===== config.mk =====
export PLATFORM = sky130hd
export DESIGN_NAME = cnt_step_classify
export DESIGN_NICKNAME = d
export VERILOG_FILES = /design/src/rtl/cnt_chk_pkg.sv /design/src/rtl/cnt_step_classify.sv
export SDC_FILE = /design/constraint.sdc
export NUM_CORES = 1
export LEC_CHECK = 0
export CORE_AREA = 2 2 39 41
export DETAILED_ROUTE_END_ITERATION = 8
export DIE_AREA = 0 0 41 43
export GPL_TIMING_DRIVEN = 0
export PLACE_DENSITY_LB_ADDON = 0.15
export SYNTH_ARGS = -nofsm -noshare
export SYNTH_HDL_FRONTEND = slang
export SYNTH_SLANG_ARGS = --single-unit

===== constraint.sdc =====
create_clock -name vclk -period 2.5
set_clock_uncertainty 0.1 [all_clocks]
set_input_delay 0.25 -clock vclk [all_inputs]
set_output_delay 0.25 -clock vclk [all_outputs]
set_load 0.01 [all_outputs]

===== src/rtl/cnt_chk_pkg.sv =====
// Shared encodings for the count-bus sequence checker and its step classifier.
package cnt_chk_pkg;

   typedef enum logic [1:0] {
      IDLE   = 2'd0,
      SEARCH = 2'd1,
      LOCKED = 2'd2
   } state_e;

   typedef enum logic [1:0] {
      STEP_UP   = 2'd0,
      STEP_DN   = 2'd1,
      STEP_HOLD = 2'd2,
      STEP_BAD  = 2'd3
   } step_e;

   typedef struct packed {
      step_e step;
      logic  wrap;
   } step_info_t;

   // Consecutive erroneous steps that drop the lock.
   localparam int unsigned ERR_LIMIT = 2;
   localparam int unsigned ERRRUN_W  = 2;

endpackage


===== src/rtl/cnt_step_classify.sv =====
// Classifies one count step (prev -> cnt) modulo 2^WIDTH and flags legal wraps.
module cnt_step_classify
   import cnt_chk_pkg::*;
#(
   parameter int unsigned WIDTH = 4
) (
   input  logic [WIDTH-1:0] prev,
   input  logic [WIDTH-1:0] cnt,
   output step_info_t       info_c
);

   logic [WIDTH-1:0] prev_inc;
   logic [WIDTH-1:0] prev_dec;

   assign prev_inc = prev + WIDTH'(1);
   assign prev_dec = prev - WIDTH'(1);

   always_comb begin
      info_c.step = STEP_BAD;
      info_c.wrap = 1'b0;
      if (cnt == prev_inc) begin
         info_c.step = STEP_UP;
         info_c.wrap = (cnt == '0);
      end else if (cnt == prev_dec) begin
         info_c.step = STEP_DN;
         info_c.wrap = (cnt == '1);
      end else if (cnt == prev) begin
         info_c.step = STEP_HOLD;
      end
   end

endmodule


# [After elaboration in Yosys (flattened, before gate mapping)]
# Index checks and enable logic that the tools add are counted.
[totals] reg_bits=0 wordCells=11 input_bits=8
[classes] n_reduce_logical=1 n_mux=4 n_addsub=2 eq_ne=4
[op_table] cell="== test 4 bit" count=3
[op_table] cell="adder 4 x 1 -> 4 bit (second input constant)" count=1
[op_table] cell="== test 4 bit (second input constant)" count=1
[op_table] cell="zero test 4 bit" count=1
[op_table] cell="subtractor 4 x 1 -> 4 bit (second input constant)" count=1
[op_table] cell="2-to-1 mux 3 bit" count=1
[op_table] cell="2-to-1 mux 1 bit" count=2
[op_table] cell="2-to-1 mux 2 bit" count=1

# [Longest topological paths before layout]
[logic_depth] ltp_word=4 ltp_mapped=5 ltp_nobuf=5

# [Least setup slack after synthesis]
# OpenSTA, ideal clock, no wires.
[synth_timing] kind="input -> output" from="input prev[0]" to="output info_c[0] in the netlist's numbering" t_arrival_ns=1.422 stages=5 setup_slack_ns=0.728 t_required_ns=2.150 n_path_buf=0 cell_sequence="inv_1 ha_1 xnor2_1 or4_1 o2bb2ai_1"
[synth_rtl] element="from (decl)" line_no="cnt_step_classify.sv:7" rtl="input logic [WIDTH-1:0] prev,"
[synth_rtl] element="to (decl)" line_no="cnt_step_classify.sv:9" rtl="output step_info_t info_c"

==> flow_metrics.tcl <==
set metrics [dict create \
    fin_ws_ps 141.5 \
    setup_violations 0 \
    synthSimpleGateAreaFrac 0.2628 \
    diodes 0 \
    syn_area_per_cell_sq_um 8.872 \
    cp_max_fo 3 \
    final_common_cell "clkdlybuf4s50_1" \
    report.final.slew_viol_count 0 \
    relSlewSlack 0.8036 \
    n_sequential_cell 0 \
    viasPerCell 3.920 \
    place_ws_ps -413.7 \
    status "finished clean" \
    critical_path_class "primary input to output port" \
    leakagePower_nw 0.1205 \
    ctsHoldBuffers 0 \
    drtIter0Drc 2 \
    num_rows 14 \
    gp_congestion 0.6104 \
    synth-compound-area-share 0.08974 \
    hold_viol_final 0 \
    routed_wl_um 431 \
    yosysWarnings 0 \
    power_mw 0.06287 \
    seq_area_frac_synth 0 \
    chipHeight_um 43 \
    post-route-period-util 0.9434 \
    peakVddDrop_uv 32.82 \
    fin_hold_ws_ps 1261 \
    tightest_slew_ps 292.5 \
    yosys.area_share.adder 0.1282 \
    drive_gt1_frac 0.1765 \
    grt_pass1_vias 187 \
    wl_per_cell_um 8.620 \
    stdcell_count 50 \
    mostFrequentLayoutCells "clkdlybuf4s50_1 (7), xnor2_1 (6)" \
    nClkBuffers 0 \
    holdCritPathClass "primary input to output port" \
    timing.fmax_mhz 424.0 \
    synth.area.mux_share 0 \
    final_nets 46 \
    power_density_nw_per_um2 186.8 \
    dieArea_sq_um 1763 \
    antenna_found_initial 0 \
    grt_setup_unrepaired "no" \
    boundaryPins 11 \
    synth_nets 32 \
    drtPass1Iterations 2 \
    hold_start "prev[0]" \
    netlist_area_sq_um 195.2 \
    grt_pass1_wl_um 800 \
    worstHoldEndpoint "info_c[0]" \
    synth.distinct_cells 14 \
    hold_depth 6 \
    synth_xor_xnor_area_share 0.4808 \
    crit_arrival_ps 2010 \
    vias 196 \
    register_area_sq_um 0 \
    synth_top_family_by_area "XOR/XNOR gates" \
    overflow 0 \
    end_kind "output port" \
    cp.required_ps 2150 \
    coreArea_sq_um 1384 \
    grt_usage 0.06100 \
    drc 0 \
    grt_start_max_net_pins 6 \
    start_util 0.1410 \
    dpl.cell_count 49 \
    period_minus_slack_ps 2359 \
    ant_nets 0 \
    max_cap_viol_count 0 \
    n_fill_cell 159 \
    syn_to_final_growth_pct 72.44 \
    syn_inst 22 \
    finalSetupTns_ps 0 \
    portBuffers 11 \
    worst_setup_path_start_kind "primary input" \
    die_w_um 41 \
]
[cell type report]
class                      instances  area [sq um]  share of cell area
tap                               16         20.02             0.05948
multi-input combinational         20         192.7              0.5725
inverter                           2         7.507             0.02230
timing repair buffer              12         116.4              0.3457
[where the power goes]
group	internal, mW	switching, mW
Sequential	0	0
Clock	0	0
Combinational	0.0361	0.0268
Total	0.0361	0.0268
[per-layer routing]
| metal | wire [um] | track usage |
|---|---|---|
| met4 | 0 | 0 |
| met5 | 0 | 0 |
| met1 | 169 | 0.07619 |
| met2 | 245 | 0.1156 |
| met3 | 16 | 0 |
[worst max path at each step]
stage / from / cells after the start / endpoint / slack, ps
4_1_cts: cnt[3] / 6 / info_c[1] / 70
5_1_grt: cnt[2] / 6 / info_c[1] / 30
3_5_place_dp: prev[0] / 7 / info_c[0] / -410
3_3_place_gp: prev[0] / 7 / info_c[0] / -410
2_1_floorplan: prev[0] / 5 / info_c[0] / 730
6_report: cnt[2] / 6 / info_c[1] / 140
[cells in the mapped netlist]
| cell type | n | area [sq um] |
|---|---|---|
| nand3_1 | 1 | 5.000 |
| or4_1 | 1 | 7.510 |
| nor4_1 | 1 | 6.260 |
| nand4_1 | 1 | 6.260 |
| ha_1 | 2 | 25.02 |
| nor2b_1 | 1 | 6.260 |
| nor4b_2 | 1 | 15.01 |
| o2bb2ai_1 | 1 | 8.760 |
| inv_1 | 2 | 7.510 |
| nor3_1 | 1 | 5.000 |
| xnor2_1 | 6 | 52.55 |
| xor2_1 | 1 | 8.760 |
| xnor2_2 | 2 | 32.53 |
| a41oi_1 | 1 | 8.760 |
[through the flow]
step / util / cell area [sq um]
after floorplan: - / 195.2
after global placement: 0.2351 / 325.3
after detailed placement: 0.2351 / 325.3
after CTS: 0.2378 / 329.1
after global routing: 0.2432 / 336.6
final: 0.2432 / 336.6
[worst max-delay path: stages]
cell and delay, ps:
clkdlybuf4s50_1 480, xnor2_2 270, xnor2_1 110, nor4b_2 330, a41oi_1 70, clkdlybuf4s50_1 500
[logic make-up (layout without fill, tap and decap cells)]
kind of cell / after synthesis / in the layout
compound gates: 2 / 2
xor+xnor: 9 / 9
fa+ha+maj: 2 / 2
buf+inv: 2 / 14
simple gates: 7 / 7
[what timing repair did]
item                       in CTS  in global routing
gates resized for setup         8                  0
pin swaps                       1                  1
setup endpoints to repair       3                  1
setup buffers                   0                  1
(Power assumes the default switching activity.)
